===== src/rtl/pipe_stage_queue.sv =====
// Inter-stage payload queue speaking the core's valid/allowin handshake on both sides.
// DEPTH=1 with FALLTHROUGH=0 behaves exactly like the classic single-entry stage latch.
module pipe_stage_queue #(
   parameter int BUS_WD      = 64,
   parameter int DEPTH       = 2,
   parameter bit FALLTHROUGH = 1'b0,
   parameter int CNT_W       = $clog2(DEPTH + 1)
) (
   input  logic              clk,
   input  logic              resetn,
   input  logic              flush,
   input  logic              in_valid,
   input  logic [BUS_WD-1:0] in_bus,
   output logic              allowin,
   input  logic              ready_go,
   output logic              out_valid,
   output logic [BUS_WD-1:0] out_bus,
   input  logic              out_allowin,
   output logic [CNT_W-1:0]  count
);

   localparam int PTR_W = (DEPTH > 1) ? $clog2(DEPTH) : 1;
   localparam logic [CNT_W-1:0] FULL_CNT = CNT_W'(DEPTH);
   localparam logic [PTR_W-1:0] LAST_PTR = PTR_W'(DEPTH - 1);

   logic [BUS_WD-1:0] entry_q [DEPTH];
   logic [BUS_WD-1:0] headBus;
   logic [PTR_W-1:0]  rdPtr_q, rdPtr_d;
   logic [PTR_W-1:0]  wrPtr_q, wrPtr_d;
   logic [CNT_W-1:0]  count_q, count_d;
   logic              empty, full, fallThru, deq, popHead, enq;

   function automatic logic [PTR_W-1:0] nextPtr(input logic [PTR_W-1:0] p);
      return (p == LAST_PTR) ? '0 : p + PTR_W'(1);
   endfunction

   assign empty    = (count_q == '0);
   assign full     = (count_q == FULL_CNT);
   assign fallThru = FALLTHROUGH & empty;

   // A full queue still accepts when its head leaves in the same cycle.
   assign allowin  = ~full | (ready_go & out_allowin & ~empty);
   assign deq      = out_valid & out_allowin;
   assign popHead  = deq & ~empty;
   assign enq      = in_valid & allowin & ~flush & ~(fallThru & deq);
   assign count    = count_q;

   always_comb begin
      if (fallThru) begin
         out_valid = in_valid & ready_go;
         out_bus   = in_bus;
      end else begin
         out_valid = ~empty & ready_go;
         out_bus   = headBus;
      end
   end

   always_comb begin
      rdPtr_d = rdPtr_q;
      wrPtr_d = wrPtr_q;
      count_d = count_q;
      if (flush) begin
         rdPtr_d = '0;
         wrPtr_d = '0;
         count_d = '0;
      end else begin
         if (popHead) rdPtr_d = nextPtr(rdPtr_q);
         if (enq)     wrPtr_d = nextPtr(wrPtr_q);
         if (enq & ~popHead)      count_d = count_q + CNT_W'(1);
         else if (~enq & popHead) count_d = count_q - CNT_W'(1);
      end
   end

   always_ff @(posedge clk or negedge resetn) begin
      if (!resetn) begin
         rdPtr_q <= '0;
         wrPtr_q <= '0;
         count_q <= '0;
      end else begin
         rdPtr_q <= rdPtr_d;
         wrPtr_q <= wrPtr_d;
         count_q <= count_d;
      end
   end

   // Payload storage is deliberately left unreset; count alone decides validity.
   generate
      if (DEPTH == 1) begin : gSingle
         assign headBus = entry_q[0];
         always_ff @(posedge clk) begin
            if (enq) entry_q[0] <= in_bus;
         end
      end else begin : gMulti
         assign headBus = entry_q[rdPtr_q];
         always_ff @(posedge clk) begin
            if (enq) entry_q[wrPtr_q] <= in_bus;
         end
      end
   endgenerate

endmodule


===== config.mk =====
export PLATFORM = sky130hd
export DESIGN_NAME = pipe_stage_queue
export DESIGN_NICKNAME = d
export VERILOG_FILES = /design/src/rtl/pipe_stage_queue.sv
export SDC_FILE = /design/constraint.sdc
export NUM_CORES = 1
export LEC_CHECK = 0
export BUFFER_PORTS_ARGS = -buffer_cell sky130_fd_sc_hd__buf_4
export CAP_MARGIN = 30
export CORE_AREA = 8 8 103 105
export CTS_CLUSTER_SIZE = 10
export DETAILED_ROUTE_END_ITERATION = 6
export DIE_AREA = 0 0 111 113
export PLACE_DENSITY = 0.82
export SLEW_MARGIN = 20
export SYNTH_ARGS = -nofsm -noshare
export SYNTH_HDL_FRONTEND = slang
export SYNTH_SLANG_ARGS = --single-unit

===== constraint.sdc =====
create_clock -name clk -period 13.9 [get_ports clk]
set_input_delay 2.78 -clock clk [delete_from_list [all_inputs] [get_ports clk]]
set_output_delay 2.78 -clock clk [all_outputs]
set_load 0.005 [all_outputs]

Word level (Yosys, flattened, before mapping) --
Memories as Yosys holds them, arrays and structs flattened. Index checks and enable logic that the tools add are counted.
Storage, ports and cells: bits in latches 0, ROM bits 0, output and inout port bits 68, memories 1, input port bits 70, memory bits (writable) 128, bits in registers 4
Memory list:
- entry_q | depth 2, bits a word 64, rd ports 1, clocked after Yosys merged registers in 0, wr ports 1, line 26 | logic [BUS_WD-1:0] entry_q [DEPTH];
Cells by class: bitwise logic cells 15, multiplexer cells 11, shifts and indexed selects 0, equality and inequality tests 1, magnitude comparators 0, divide/modulo/power cells 0, reduce and logical (&&, ||, !) cells 4, add/sub/neg operators 4, multiply operators 0
Operator list (number):
- $and A1 B1 Y1 | 9
- $mux W1 | 8
- $mux W2 | 3
- $not A1 Y1 | 5
- $reduce_bool A2 Y1 | 2
- $reduce_bool A3 Y1 | 1
- $add A1 B1 Y1 const B | 2
- $add A2 B1 Y2 const B | 1
- $eq A2 B2 Y1 const B | 1
- $logic_not A2 Y1 | 1
- $sub A2 B1 Y2 const B | 1
- $or A1 B1 Y1 | 1

Logic depth before layout (Yosys ltp) --
Gate-level depths: netlist (run 1).
depth in word-level cells 11, mapped depth 4

Worst setup path after synthesis (run 1) --
No wires, ideal clock.
path type input -> register, start input out_allowin, end memory entry_q[1][0], enable pin, slack 5.430 ns, path buffers 0, library setup time 0.578 ns, data arrival time 7.892 ns, stages on the path 3, cell sequence nand2_1 > a31o_2 > nor3b_1
Between the ends: cells in the longest elaborated chain, start to end 7
Ends and longest elaborated chain:
- from (decl) | line 18 | input logic out_allowin,
- $and A1 B1 Y1 (2 in a row) | line 42 | assign allowin = ~full | (ready_go & out_allowin & ~empty);
- $or A1 B1 Y1 | line 42
- $and A1 B1 Y1 (2 in a row) | line 45 | assign enq = in_valid & allowin & ~flush & ~(fallThru & deq);
- $mux W1 | line 96 | if (enq) entry_q[wrPtr_q] <= in_bus;
- $mux W1 (implied by the code) | line 96
- to (decl) | line 26
No other way between the ends.

Worst setup path in the final report (run 1) --
start input out_allowin, end output allowin
Between the ends: cells in the longest elaborated chain, start to end 3
Ends and longest elaborated chain:
- $and A1 B1 Y1 (2 in a row) | line 42
- $or A1 B1 Y1 | line 42
- to (decl) | line 14 | output logic allowin,
No other way between the ends.

==> metrics.txt, run 1 <==
final setup margin 7.76 ns; CTS sink cnt 132; flop2flop setup slack 11.97 ns; Primary FF master, synth edfxtp_1; H-tree depth 4; pins over their slew limit 0; initial antenna violation count 0; worst hold path type reg2reg; Pleak 2.52 nW; worst clock skew 0.0108 ns; Post-synth EDFFs 128; Filler Cell Count 517; fmax 0.163 GHz; reg2reg start count[0]$_DFFE_PN0P_; WP data required 11.12 ns; Hold Path Origin count[0]$_DFFE_PN0P_; setup violators final 0; antenna cells 0; Final Hold Vio Count 0; Total Routing Usage GR 15.3%; R2R Path End entry_q[1][43]$_DFFE_PP_; First DRT Iteration DRCs 195; final instance area 0.00671 mm²; CTS tree done; RSZ-0062 raised after global routing no; hold-critical path depth 1; mean post-synth cell area 21.4 µm²; Slew HR 60.8%; Max Cap Violations 0; crit path DAT 3.36 ns; CTS buffer count 17; # DRC 0; asr flop ratio synth 3.03%; Antenna Violating Nets Remaining 0; CTS resizes 0; Die Y-Extent 113 µm; Final #Nets 452; #FFs+latches synth 132; cells after synthesis 227; largest family of logic cells by synthesized area multiplexers; drt wl/cell 19.6 µm; Post-Route WL 9.88 mm; Synth Warn # 0; Root Driver clkbuf_8; area grow syn2layout 38.2%; Clock Tree Buf Depth 2; worst vdd ir 0.103 mV; outcome finished clean; Final Critical Period 6.14 ns; setup repair bufs after CTS 0; Die W 111 µm; PD cells 153 mW/mm²; placed cell areas 0.00604 mm²; most frequent cell after synthesis edfxtp_1; DIE AREA 0.0125 mm²; element type at the critical path start input pin; Syn Nets 297; area of the multi-input gates 872 µm²; Reg clk slew, reported paths 0.05 ns; vias per inst 5.18; Max FO, Critical Path 9; Synth area leaders edfxtp_1 79%, mux2_2 15%, dfrtp_1 2.1%, buf_2 0.72%, a21oi_1 0.31%; Synth top area share 79.2%; IO Pins 138; pin count of the biggest net entering global routing 43; via count 2617; Core Area 0.00898 mm²; drt pass-1 iters 4; mux cell area share after synthesis 15.1%; Compound-Gate Fraction of Synth Area 1.39%; post-synth top area cell edfxtp_1; vias in the first global route 2895; Skew-Pair Late Insertion Delay 0.51 ns; R2R cell count 4; Post-synth top cells 128 x edfxtp_1, 65 x mux2_2, 7 x buf_2; Post-Synth Simple-Gate Area 1.11%; worst setup path category in2out; netlist area before placement 0.00485 mm²; hold buffer count at cts 0; Adder-Cell Fraction of Synth Area 0%; global-route wire length before repair 14.8 mm; Rows 35; starting density of the core 54.0%; Worst-Margin Slew 0.588 ns; post-synthesis sequential area ratio 81.3%; Netlist cell types 20; Worst Hold Endpoint count[0]$_DFFE_PN0P_; flip-flop and latch area 0.00395 mm²; Remaining Overflow, GRT 0; dpl ws 7.75 ns; Final TNS setup 0 ns; CP endpoint kind primary output; layout cells sized above 1 62.4%; Final HPWL DP 6.80 mm; XOR/XNOR Fraction of Synth Area 0.181%; gpl congestion 0.700; port bufs 137; fin crit share 44.2%
[metrics by stage]
step / cells / hold WS, ns / total power, mW / utilization (%)
5_1_grt: 505 / 0.615 / 1.06 / 74.7
3_3_place_gp: 474 / 0.555 / 0.539 / 67.3
3_5_place_dp: 474 / 0.585 / 0.542 / 67.3
2_1_floorplan: 227 / 0.528 / 0.497 / -
6_report: 505 / 0.595 / 1.03 / 74.7
4_1_cts: 505 / 0.593 / 1.04 / 74.7
[flip-flops by register name (all words and copies together), names as in the netlist]
register / count
count: 2
entry_q: 128
rdPtr_q: 1
wrPtr_q: 1
[critical path, cell delays in order]
cell     delay (ns)
buf_4          0.12
nand2_1        0.21
nand3_1        0.11
buf_4          0.15
[layout by cell type (no fill, tap or decap)]
cell	netlist	routed
mux2_2	65	65
inv_2	1	1
nor3b_2	0	1
nor2b_1	2	2
a41o_2	1	1
nor2_1	2	2
buf_4	0	143
a21oi_1	3	3
clkbuf_8	0	1
o21ai_0	2	2
or3_1	2	2
clkbuf_16	0	16
inv_6	0	3
nor3_2	0	1
dfrtp_1	4	3
bufinv_16	0	6
a211oi_1	1	1
a31o_2	1	1
xnor2_1	1	1
inv_1	2	2
dfrtp_2	0	1
a221oi_2	1	1
nand3_1	1	1
edfxtp_1	128	128
nand2_1	1	1
clkinv_4	0	5
[worst max path at each step]
stage                     start                 endpoint  slack, ns  cells past startpoint
global route        out_allowin                  allowin       7.71                      4
global placement    out_allowin                  allowin       7.79                      4
detailed placement  out_allowin                  allowin       7.75                      4
finish              out_allowin                  allowin       7.76                      4
CTS                 out_allowin                  allowin       7.76                      4
floorplan           out_allowin  entry_q[1][0]$_DFFE_PP_       5.43                      3
[logic make-up (layout without fill, tap and decap cells)]
kind of cell / count (synthesis) / count (layout)
compound gates: 9 / 9
xor+xnor: 1 / 1
buf+inv: 10 / 177
flops: 132 / 132
mux: 65 / 65
simple gates: 10 / 10
[routing by layer]
layer	vias up	routed length (µm)	track usage (%)	share of wire, %
li1	1216	-	-	-
met1	1287	3670	15.2	37
met2	97	5410	27.6	55
met3	17	607	6.14	6.1
met4	0	198	6.94	2.0
met5	-	0	0	0
[power by group]
part | switching (mW) | internal [mW]
registers | 0.00570 | 0.455
clock network | 0.166 | 0.330
logic | 0.0300 | 0.0427
[area by class of cell]
type	count	share of cell area, %
sequential	132	58.8
timing repair buffer	143	16.0
clock buffer	17	6.18
clock inverter	14	3.73
tap	111	2.07
inverter	3	0.168
multi-input combinational	85	13.0
No activity file was read; power rests on OpenSTA's default activity.
==> run 2: changes to the inputs <==
--- a/config.mk
+++ b/config.mk
@@ -7,11 +7,11 @@
 export LEC_CHECK = 0
 export BUFFER_PORTS_ARGS = -buffer_cell sky130_fd_sc_hd__buf_4
 export CAP_MARGIN = 30
-export CORE_AREA = 8 8 103 105
+export CORE_AREA = 8 8 107 109
 export CTS_CLUSTER_SIZE = 10
 export DETAILED_ROUTE_END_ITERATION = 6
-export DIE_AREA = 0 0 111 113
-export PLACE_DENSITY = 0.82
+export DIE_AREA = 0 0 115 117
+export PLACE_DENSITY = 0.76
 export SLEW_MARGIN = 20
 export SYNTH_ARGS = -nofsm -noshare
 export SYNTH_HDL_FRONTEND = slang
==> constraint.sdc (replaced) <==
create_clock -name clk -period 5.74 [get_ports clk]
set_input_delay 1.148 -clock clk [delete_from_list [all_inputs] [get_ports clk]]
set_output_delay 1.148 -clock clk [all_outputs]
set_load 0.005 [all_outputs]
==> run 2 against run 1 <==
  * Critical path depth is 1 lower
  * Core utilization is 7.1 points lower
  * Via count is 0.27% lower
  * Sequential power is 140% higher
  * Routed wire length is 3.3% lower
  * Non-clock buffer count is 1 lower
  * Worst setup slack worse by 5.5 ns
  * Flip-flop and latch count stayed put
  * First-iteration DRC count is 38% lower
  * Largest cell class unchanged
==> metrics.txt, run 2 (synthesized netlist as in run 1, its figures left out) <==
Root Driver clkbuf_8; Final #Nets 451; Worst-Margin Slew 0.634 ns; gpl congestion 0.720; Final HPWL DP 6.43 mm; Skew-Pair Late Insertion Delay 0.50 ns; worst hold path type in2async; Pleak 2.49 nW; CTS buffer count 17; Core Area 0.00991 mm²; Slowest cell on crit path dfrtp_2; PD cells 355 mW/mm²; starting density of the core 49.0%; Most flops, register entry_q; via count 2610; Slew HR 57.7%; Max Cap Violations 0; Rows 37; Reg clk slew, reported paths 0.06 ns; R2R cell count 4; grt met3 use 7.85%; worst setup path category reg2out; M2 GR Usage 23.7%; global-route wire length before repair 14.7 mm; most frequent cells in the layout 140 x buf_4, 128 x edfxtp_1, 65 x mux2_2; gr busiest metal met2; vias in the first global route 2960; worst clock skew 0.00707 ns; H-tree depth 4; grt met1 use 16.4%; CP startpoint rdPtr_q$_DFFE_PN0P_; setup violators final 0; Final Hold Vio Count 0; Critical Path Max Stage Delay 0.68 ns; crit path DAT 2.36 ns; Filler Cell Count 714; CTS resizes 0; First DRT Iteration DRCs 121; DIE AREA 0.0135 mm²; Remaining Overflow, GRT 0; outcome finished clean; fin crit share 61.1%; port bufs 137; Final TNS setup 0 ns; reg2reg start count[0]$_DFFE_PN0P_; setup repair bufs after CTS 0; layout cells sized above 1 62.1%; dpl ws 2.71 ns; area grow syn2layout 38.1%; area of the multi-input gates 885 µm²; CP dominant cell by count buf_4; flip-flop and latch area 0.00395 mm²; RSZ-0062 raised after global routing no; initial antenna violation count 0; most common cell after layout, fill and taps aside buf_4; worst vdd ir 0.247 mV; Cell Chain, Critical Path buf_4, mux2_2, buf_4; Post-Route WL 9.56 mm; max reg flops 128; IO Pins 138; Die Y-Extent 117 µm; CTS sink cnt 132; Final Critical Period 3.51 ns; vias per inst 4.93; drt pass-1 iters 4; drt wl/cell 18.1 µm; CP endpoint kind primary output; final setup margin 2.23 ns; Die W 115 µm; pins over their slew limit 0; # DRC 0; Max FO, Critical Path 45; hold buffer count at cts 0; element type at the critical path start flop; antenna cells 0; WP data required 4.59 ns; Total Routing Usage GR 14.8%; pin count of the biggest net entering global routing 46; fmax 0.285 GHz; CTS tree done; Clock Tree Buf Depth 2; Antenna Violating Nets Remaining 0
[run 2: cell types whose count changed in the layout (fill, tap and decap cells not counted)]
cell,previous run,this run
buf_4,143,140
clkinv_2,0,3
clkinv_4,5,2
clkinvlp_4,0,3
bufinv_16,6,4
inv_6,3,1
buf_12,0,1
buf_8,0,1
clkbuf_1,0,1
nor3_2,1,0
nor3_4,0,1
nor3b_2,1,0
nor3b_4,0,1
[run 2: where the power goes]
part           total [mW]  leakage [nW]  internal [mW]  switching (mW)
registers            1.11          1.23           1.10          0.0128
logic               0.179         0.975          0.105          0.0746
clock network        1.08         0.287          0.702           0.382
[run 2: final cells by class]
type	instances	area share (%)
clock inverters	13	2.75
multi-input cells	85	13.2
clock buffers	18	6.24
flip-flops and latches	132	58.9
repair buffers	142	16.2
well taps	136	2.54
inverters	3	0.168
[run 2: metrics by stage]
step | total power, mW | hold slack [ns] | cells | instance area, µm² | utilization, %
final | 2.38 | 0.432 | 529 | 6700 | 67.6
after global routing | 2.45 | 0.404 | 529 | 6700 | 67.6
after detailed placement | 1.32 | 0.582 | 498 | 6100 | 61.5
after global placement | 1.31 | 0.548 | 497 | 6080 | 61.4
after CTS | 2.40 | 0.407 | 529 | 6700 | 67.6
after floorplan | 1.20 | 0.528 | 227 | 4860 | -
[run 2: metal layers]
metal | share of wire (%) | vias up
li1 | - | 1211
met1 | 41 | 1280
met2 | 49 | 107
met3 | 9.0 | 12
met4 | 1.3 | 0
met5 | 0 | -
[run 2: path summary, 6_finish.rpt]
path                                             to  slack [ns]
setup / recovery                        out_bus[34]        2.23
hold reg to reg                count[0]$_DFFE_PN0P_        0.59
setup reg to reg           entry_q[1][41]$_DFFE_PP_        3.67
min in group clk               count[0]$_DFFE_PN0P_        0.59
hold / removal                 count[1]$_DFFE_PN0P_        0.43
max in group asynchronous       rdPtr_q$_DFFE_PN0P_        5.19
[run 2: worst max-delay path: cells and delay by family, from the launching register on]
family / cells / cell delay (ns)
flops: 1 / 0.68
buf+inv: 2 / 0.72
mux: 1 / 0.42
==> run 3: changes to the inputs <==
--- a/config.mk
+++ b/config.mk
@@ -5,13 +5,14 @@
 export SDC_FILE = /design/constraint.sdc
 export NUM_CORES = 1
 export LEC_CHECK = 0
+export ABC_AREA = 1
 export BUFFER_PORTS_ARGS = -buffer_cell sky130_fd_sc_hd__buf_4
 export CAP_MARGIN = 30
-export CORE_AREA = 8 8 107 109
+export CORE_AREA = 8 8 112 114
 export CTS_CLUSTER_SIZE = 10
 export DETAILED_ROUTE_END_ITERATION = 6
-export DIE_AREA = 0 0 115 117
-export PLACE_DENSITY = 0.76
+export DIE_AREA = 0 0 120 122
+export PLACE_DENSITY = 0.74
 export SLEW_MARGIN = 20
 export SYNTH_ARGS = -nofsm -noshare
 export SYNTH_HDL_FRONTEND = slang
==> constraint.sdc (replaced) <==
create_clock -name clk -period 3.2 [get_ports clk]
set_input_delay 0.64 -clock clk [delete_from_list [all_inputs] [get_ports clk]]
set_output_delay 0.64 -clock clk [all_outputs]
set_load 0.005 [all_outputs]
==> run 3 against run 2 <==
  * Total power increased by 91%
  * Die area rose by 8.8%
  * Routed wire length is 9.5% higher
  * Via count rose by 23%
  * Clock skew rose by 0.00063 ns
  * Sequential share of layout area about the same
  * Core utilization decreased by 5.0 points
  * Largest power group unchanged
  * Highest routed layer unchanged
==> metrics.txt, run 3 <==
crit path DAT 2.00 ns; Cell Chain, Critical Path inv_2, buf_4, nand2_1, nand2_1, buf_4; vias per inst 4.77; outcome finished clean; Total Routing Usage GR 14.4%; setup violators final 0; Max Cap Violations 0; Skew-Pair Late Insertion Delay 0.51 ns; initial antenna violation count 0; Synth Warn # 0; IO Pins 138; PD cells 678 mW/mm²; gpl congestion 0.809; Synth top area share 77.9%; Filler Cell Count 796; cells after synthesis 374; Compound-Gate Fraction of Synth Area 0.558%; largest family of logic cells by synthesized area simple AND/OR/NAND/NOR gates; Die Y-Extent 122 µm; vias in the first global route 3487; worst setup path category reg2out; total power 4.54 mW; asr flop ratio synth 3.03%; Max FO, Critical Path 39; RSZ-0062 raised after global routing no; Final #Nets 592; Final Hold Vio Count 0; most frequent cells in the layout 201 x nand2_1, 140 x buf_4, 128 x edfxtp_1; port bufs 137; Rows 38; area grow syn2layout 35.9%; netlist area before placement 0.00493 mm²; worst vdd ir 0.360 mV; via count 3218; Core Area 0.0107 mm²; DIE AREA 0.0146 mm²; max reg flops 128; Syn Nets 444; drt wl/cell 15.5 µm; Root Driver clkbuf_8; post-synthesis sequential area ratio 79.9%; XOR/XNOR Fraction of Synth Area 0%; most frequent cell after synthesis nand2_1; worst hold path type in2reg; Clock Tree Buf Depth 2; Post-synth EDFFs 128; Remaining Overflow, GRT 0; Netlist cell types 18; Worst-Margin Slew 0.678 ns; CTS sink cnt 132; layout cells sized above 1 35.1%; Final TNS setup 0 ns; pin count of the biggest net entering global routing 65; Adder-Cell Fraction of Synth Area 0%; post-synth top area cell edfxtp_1; Reg clk slew, reported paths 0.06 ns; Final HPWL DP 7.06 mm; Post-synth top cells 201 x nand2_1, 128 x edfxtp_1, 12 x buf_2; element type at the critical path start flop; pins over their slew limit 0; drt pass-1 iters 5; Post-Synth Simple-Gate Area 17.6%; starting density of the core 46.1%; Slew HR 54.8%; First DRT Iteration DRCs 227; Antenna Violating Nets Remaining 0; Post-Route WL 10.5 mm; CP Buf/Inv Count 3; Slowest cell on crit path inv_2; fin crit share 82.4%; # DRC 0; setup repair bufs after CTS 0; Die W 120 µm; most common cell after layout, fill and taps aside nand2_1; CTS tree done; hold buffer count at cts 1; WP data required 2.56 ns; H-tree depth 4; Pleak 2.85 nW; Critical Path Max Stage Delay 0.48 ns; CTS buffer count 17; #FFs+latches synth 132; worst clock skew 0.00770 ns; fmax 0.379 GHz; Finished Core Util 62.7%; Top delay family on crit path buffers and inverters; global-route wire length before repair 16.3 mm; Most flops, register entry_q; mux cell area share after synthesis 0%; CTS resizes 0; Final Critical Period 2.64 ns; CP endpoint kind primary output; antenna cells 0; Primary FF master, synth edfxtp_1; Synth area leaders edfxtp_1 78%, nand2_1 15%, dfrtp_1 2.0%, buf_2 1.2%, nand2_4 0.68%; mean post-synth cell area 13.2 µm²
[run 3: changes by cell type after synthesis, sizes merged, moves of 3 or more]
cell / change
buf: +5
inv: +3
mux2: -65
nand3: +5
nand4: +3
nand2: +204
[run 3: final timing paths]
path,start,endpoint,slack (ns),depth (start not counted)
hold / removal,in_bus[36],entry_q[0][36]$_DFFE_PP_,0.31,1
min in group asynchronous,resetn,count[1]$_DFFE_PN0P_,0.46,2
setup / recovery,rdPtr_q$_DFFE_PN0P_,out_bus[7],0.56,5
hold reg to reg,wrPtr_q$_DFFE_PN0P_,wrPtr_q$_DFFE_PN0P_,0.56,1
max in group asynchronous,resetn,rdPtr_q$_DFFE_PN0P_,2.62,2
setup reg to reg,count[0]$_DFFE_PN0P_,entry_q[0][16]$_DFFE_PP_,1.38,5
[run 3: final cells by class]
| class | instances | area, µm² | area share, % |
|---|---|---|---|
| Sequential cell | 132 | 3950 | 58.9 |
| Inverter | 7 | 27.5 | 0.411 |
| Tap cell | 140 | 175 | 2.61 |
| Clock buffer | 17 | 414 | 6.18 |
| Multi-Input combinational cell | 221 | 910 | 13.6 |
| Clock inverter | 15 | 130 | 1.94 |
| Timing Repair Buffer | 143 | 1100 | 16.4 |
[run 3: cells by family (layout without fill, tap and decap cells)]
| family | after synthesis | in the layout |
|---|---|---|
| compound gates | 5 | 5 |
| buf+inv | 21 | 182 |
| flops | 132 | 132 |
| simple gates | 216 | 216 |
[run 3: metal layers]
| layer | vias to the layer above | wire length [µm] | part of all wire (%) | global-route usage [%] |
|---|---|---|---|---|
| li1 | 1565 | - | - | - |
| met1 | 1503 | 4090 | 39 | 15.2 |
| met2 | 127 | 5300 | 51 | 24.4 |
| met3 | 23 | 877 | 8.4 | 6.57 |
| met4 | 0 | 206 | 2.0 | 6.79 |
| met5 | - | 0 | 0 | 0 |
[run 3: report_power, final]
| part | leakage, nW | internal (mW) | switching [mW] | total [mW] |
|---|---|---|---|---|
| combinational | 1.36 | 0.335 | 0.391 | 0.725 |
| clock | 0.266 | 1.03 | 0.700 | 1.73 |
| sequential | 1.22 | 2.04 | 0.0450 | 2.09 |
| total | 2.85 | 3.41 | 1.14 | 4.54 |
[run 3: stage by stage]
| step | hold slack [ns] | instances | worst slack, ns | cell area, µm² |
|---|---|---|---|---|
| 3_3_place_gp | 0.443 | 642 | 1.03 | 6150 |
| 5_1_grt | 0.279 | 675 | 0.357 | 6700 |
| 3_5_place_dp | 0.442 | 642 | 1.02 | 6150 |
| 6_report | 0.308 | 675 | 0.564 | 6700 |
| 2_1_floorplan | 0.344 | 374 | 0.189 | 4940 |
| 4_1_cts | 0.284 | 675 | 0.455 | 6700 |
